$ cat config.mk
export PLATFORM = sky130hd
export DESIGN_NAME = timeout_static_priority_arbiter
export DESIGN_NICKNAME = d
export VERILOG_FILES = /design/src/rtl/timeout_static_priority_arbiter.sv
export SDC_FILE = /design/constraint.sdc
export NUM_CORES = 1
export LEC_CHECK = 0
export ABC_AREA = 1
export CORE_UTILIZATION = 48
export CTS_BUF_LIST = sky130_fd_sc_hd__clkbuf_4 sky130_fd_sc_hd__clkbuf_8 sky130_fd_sc_hd__clkbuf_16
export DETAILED_ROUTE_END_ITERATION = 6
export PLACE_DENSITY = 0.73
export SLEW_MARGIN = 10
export SYNTH_ARGS = -nofsm -noshare
export SYNTH_HDL_FRONTEND = slang
export SYNTH_SLANG_ARGS = --single-unit
$ cat constraint.sdc
create_clock -name clock -period 1.45 [get_ports clock]
set_clock_uncertainty 0.05 [all_clocks]
set_input_delay 0.2175 -clock clock [delete_from_list [all_inputs] [get_ports clock]]
set_output_delay 0.2175 -clock clock [all_outputs]
set_load 0.01 [all_outputs]
$ cat src/rtl/timeout_static_priority_arbiter.sv
// rtl/timeout_static_priority_arbiter.sv - static-priority arbiter with per-channel starvation timeout
module timeout_static_priority_arbiter #(
  parameter int    SIZE    = 4,
  parameter int    TIMEOUT = 8,
  parameter string VARIANT = "fast"
) (
  input  logic            clock,
  input  logic            reset,
  input  logic [SIZE-1:0] requests,
  output logic [SIZE-1:0] grant
);

  localparam int            CW     = $clog2(TIMEOUT);
  localparam logic [CW-1:0] RELOAD = CW'(TIMEOUT - 1);

  logic [CW-1:0]   countdown [SIZE];
  logic [SIZE-1:0] timed_out;
  logic [SIZE-1:0] timed_pick;
  logic [SIZE-1:0] request_pick;

  always_comb begin
    timed_out = '0;
    for (int i = 0; i < SIZE; i++) begin
      timed_out[i] = requests[i] && (countdown[i] == '0);
    end
  end

  // Two lowest-index-wins encoders: one over starved channels, one over all requests.
  generate
    if (VARIANT == "fast") begin : g_fast
      assign timed_pick   = timed_out & (~timed_out + SIZE'(1));
      assign request_pick = requests  & (~requests  + SIZE'(1));
    end else if (VARIANT == "small") begin : g_small
      logic [SIZE-1:0] t_seen;
      logic [SIZE-1:0] r_seen;
      assign t_seen[0] = 1'b0;
      assign r_seen[0] = 1'b0;
      for (genvar i = 0; i < SIZE; i++) begin : g_bit
        assign timed_pick[i]   = timed_out[i] & ~t_seen[i];
        assign request_pick[i] = requests[i]  & ~r_seen[i];
        if (i < SIZE - 1) begin : g_next
          assign t_seen[i+1] = t_seen[i] | timed_out[i];
          assign r_seen[i+1] = r_seen[i] | requests[i];
        end
      end
    end else begin : g_bad
      $error("timeout_static_priority_arbiter: VARIANT must be \"fast\" or \"small\"");
    end
  endgenerate

  assign grant = (|timed_out) ? timed_pick : request_pick;

  // Idle channels hold their countdown so waiting only accrues while requesting.
  always_ff @(posedge clock or posedge reset) begin
    if (reset) begin
      for (int i = 0; i < SIZE; i++) begin
        countdown[i] <= RELOAD;
      end
    end else begin
      for (int i = 0; i < SIZE; i++) begin
        if (grant[i]) begin
          countdown[i] <= RELOAD;
        end else if (requests[i] && (countdown[i] != '0)) begin
          countdown[i] <= countdown[i] - CW'(1);
        end
      end
    end
  end

endmodule

==> metrics.md <==
| Metric | Value |
|---|---|
| Clock-pin slew of the registers on the worst-case setup and hold paths | `80 ps` |
| Hold crit path type | `in2async` |
| Max Cap Violations | `0` |
| Buffers added on ports | `9` |
| Starting density of the core | `between 50 and 60%` |
| Top post-synthesis cells by count | `nand2_1 (35), inv_1 (22), nand3_1 (13), dfstp_2 (12), ha_1 (8)` |
| Biggest registers after layout | `countdown (12)` |
| Max clock buf depth | `2` |
| Critical path class | `reg2out` |
| Arrival @ worst endpoint | `roughly 1500 ps` |
| Setup slack, reg-to-reg | `about 40 ps` |
| Final instance area | `between 1000 and 1500 sq um` |
| Number of inserted filler cells in the final layout | `about 100` |
| Number of synthesized register bits | `12` |
| Yosys top cell area share | `between 30% and 40%` |
| Minimum setup slack in the final design | `-347 ps` |
| Routed vias/inst | `4.59` |
| Synth-to-Final Area Change | `53.3%` |
| DR DRC count | `0` |
| Worst Setup Start Kind | `register` |
| End point of the critical path | `grant[1]` |
| Fmax | `approximately 0.56 GHz` |
| Top area cells in the synthesized netlist | `dfstp_2 (37%), nand2_1 (15%), ha_1 (12%), inv_1 (9.6%), nand3_1 (7.6%)` |
| Top routing layer used | `met4` |
| Final-layout setup total negative slack | `-1300 ps` |
| Antenna fix cells | `0` |
| Cell chosen for the clock root | `clkbuf_4` |
| Overall die height | `between 40 and 50 microns` |
| Antenna-violating nets left | `0` |
| Number of nets in the layout | `about 160` |
| Post-placement cell area | `around 1200 sq um` |
| Reg-to-Reg Start | `countdown[4]` |
| Average cell area after synthesis | `a little under 8 sq um` |
| Setup repair after global routing missed its margin | `true` |
| Worst path required time | `1180 ps` |
| Detailed-routing wirelength on met1 | `825 microns` |
| Most frequent cell after synthesis | `nand2_1` |
| Largest voltage drop on the vdd net | `between 800 and 900 uV` |
| Post-detailed-placement half-perimeter wirelength | `1.37 mm` |
| Setup crit end kind | `output port` |
| Met3 routed WL | `40 microns` |
| Final Critical Period | `1800 ps` |
| I/O pins | `10` |
| Max-slew violation count | `0` |
| Count of warnings emitted by yosys | `0` |
| Largest Register | `countdown` |
| Power density over the cells | `around 1300 nW/um^2` |
| Failing checks | `negative setup slack` |
| Post-route clock period utilization | `124%` |
| Final setup fails | `4` |
| Actual slew at the worst max-slew pin | `461 ps` |
| Clock net sink count | `12` |
| Terminus of the critical flop-to-flop path | `countdown[11]` |
| Final core utilization | `82.8%` |
| Post-synthesis cell type with the largest combined area | `dfstp_2` |
| Async S/R FF share, synth | `between 90% and 100%` |
| Post-synth EDFFs | `0` |
| Antenna violations before repair | `0` |
| Unique cell type count in the Yosys netlist | `18` |
| Sum of routed wire length over all layers | `1.88 mm` |
| Worst slew margin relative to its limit | `69.3%` |
| Post-Place Worst Slack | `-565 ps` |
| Count of final hold-check violations | `0` |
| Combined area of all synthesized cells | `861 sq um` |
| FP Rows | `14` |
| Die area | `1970 sq um` |
| CTS tree | `built` |
| Number of buffers added by the clock tree synthesis step | `3` |
| Core area | `around 1600 sq um` |
| Deepest level of the CTS H-tree | `1` |
| Portion of the post-synthesis area used by sequential elements | `36.6%` |
| Weighted congestion at the end of routability-driven global placement | `between 0.7 and 0.8` |
| Share of final-layout standard cells stronger than drive strength 1 | `54.4%` |
| Number of nets in the synthesized netlist | `125` |
| Wire per inst | `11.0 microns` |
| Routed via count | `~800` |
| Vias in the first global route | `between 700 and 800` |
| Wire length on met2 | `989 microns` |
| Leakage power of the design | `0.703 nW` |
| Max reg flops | `12` |
| Worst-Skew Late Latency | `280 ps` |
| Number of cells on the worst reg-to-reg path | `8` |
| Global route overflow | `0` |
| Maximum net fanout on the critical path | `3` |
| Number of standard cells after synthesis | `111` |
| Quantity of hold-fixing buffers added after cts | `0` |
| Initial detailed-routing violation count | `5` |
| Die Wd | `about 44 microns` |
| Largest net degree at the start of global routing | `13` |
| Beginning of the critical path | `countdown[4]` |
| Detailed-router iteration count before antenna repair | `2` |
| First-pass GRT wire length | `~3.0 mm` |
| Overall global routing resource usage | `a little over a fifth` |
| Result of the run | `complete, but fails checks` |
| Prevailing post-synth register cell | `dfstp_2` |
| Total power draw | `0.00171 W` |
-- placed cells by master, fill, tap and decap left out, types with 3 or more instances in the layout --
cell type,netlist,final
buf_4,0,23
buf_6,1,3
clkbuf_4,0,3
clkdlybuf4s50_1,0,5
dfstp_2,12,12
ha_1,8,3
ha_4,0,5
inv_1,22,13
inv_2,1,10
nand2_1,35,29
nand2_2,3,6
nand2_4,1,4
nand3_1,13,7
nand3_2,2,6
nand3_4,1,3
o21ai_0,3,3
xor2_1,3,3
-- cell families (layout without fill, tap and decap cells) --
| logic type | count (synthesis) | in the layout | synth area share [%] |
|---|---|---|---|
| AOI/OAI and AO/OA | 3 | 3 | 1.74 |
| xor gates and xnor gates | 4 | 4 | 4.07 |
| adders and majority gates | 8 | 8 | 11.6 |
| buffers and inverters | 24 | 60 | 11.3 |
| DFF | 12 | 12 | 36.6 |
| and+or+nand+nor | 60 | 60 | 34.6 |
-- worst min-delay path by stage --
| stage | from | slack, ps | cells after the start | end |
|---|---|---|---|---|
| after floorplan | reset | 300 | 1 | countdown[0] |
| after global placement | countdown[2] | 500 | 3 | countdown[2] |
| after detailed placement | countdown[5] | 500 | 3 | countdown[5] |
| after CTS | countdown[5] | 520 | 3 | countdown[5] |
| after global routing | countdown[2] | 550 | 3 | countdown[2] |
| final | reset | 510 | 2 | countdown[6] |
-- worst max-delay path, cell delays in order (launching register included) --
cell	delay (ps)
dfstp_2	540
inv_2	50
ha_4	160
nand3_4	70
nand2_4	60
nor2_4	130
nand2_2	70
nand2_2	70
buf_6	90
-- stage by stage --
step	cells	hold WS [ps]
after floorplan	111	296
after global placement	165	495
after detailed placement	165	503
after CTS	171	525
after global routing	171	553
final	171	514
-- metal layers --
layer | up-vias | global-route usage, %
li1 | 412 | -
met1 | 360 | 25.6
met2 | 9 | 36.8
met3 | 4 | 4.90
met4 | 0 | 9.09
met5 | - | 0
-- what timing repair did --
item                                    CTS  global route
endpoints found under the setup margin    9            10
resized for setup                        36            12
pin swaps                                11             7
buffers inserted                          3             1
cloned                                    0             0
-- layout make-up --
type	count	area, sq um	share of cell area (%)
repair buffers	33	267	20.2
clock buffers	4	36.3	2.75
flip-flops and latches	12	315	23.9
inverters	23	86.3	6.54
well taps	24	30.0	2.27
multi-input cells	75	586	44.4
-- power by group --
group / total (W) / internal (W) / switching (W)
Combinational: 0.000863 / 0.000419 / 0.000444
Sequential: 0.000573 / 0.000519 / 0.0000546
Clock: 0.000277 / 0.000153 / 0.000124
No activity file was read; power rests on OpenSTA's default activity.
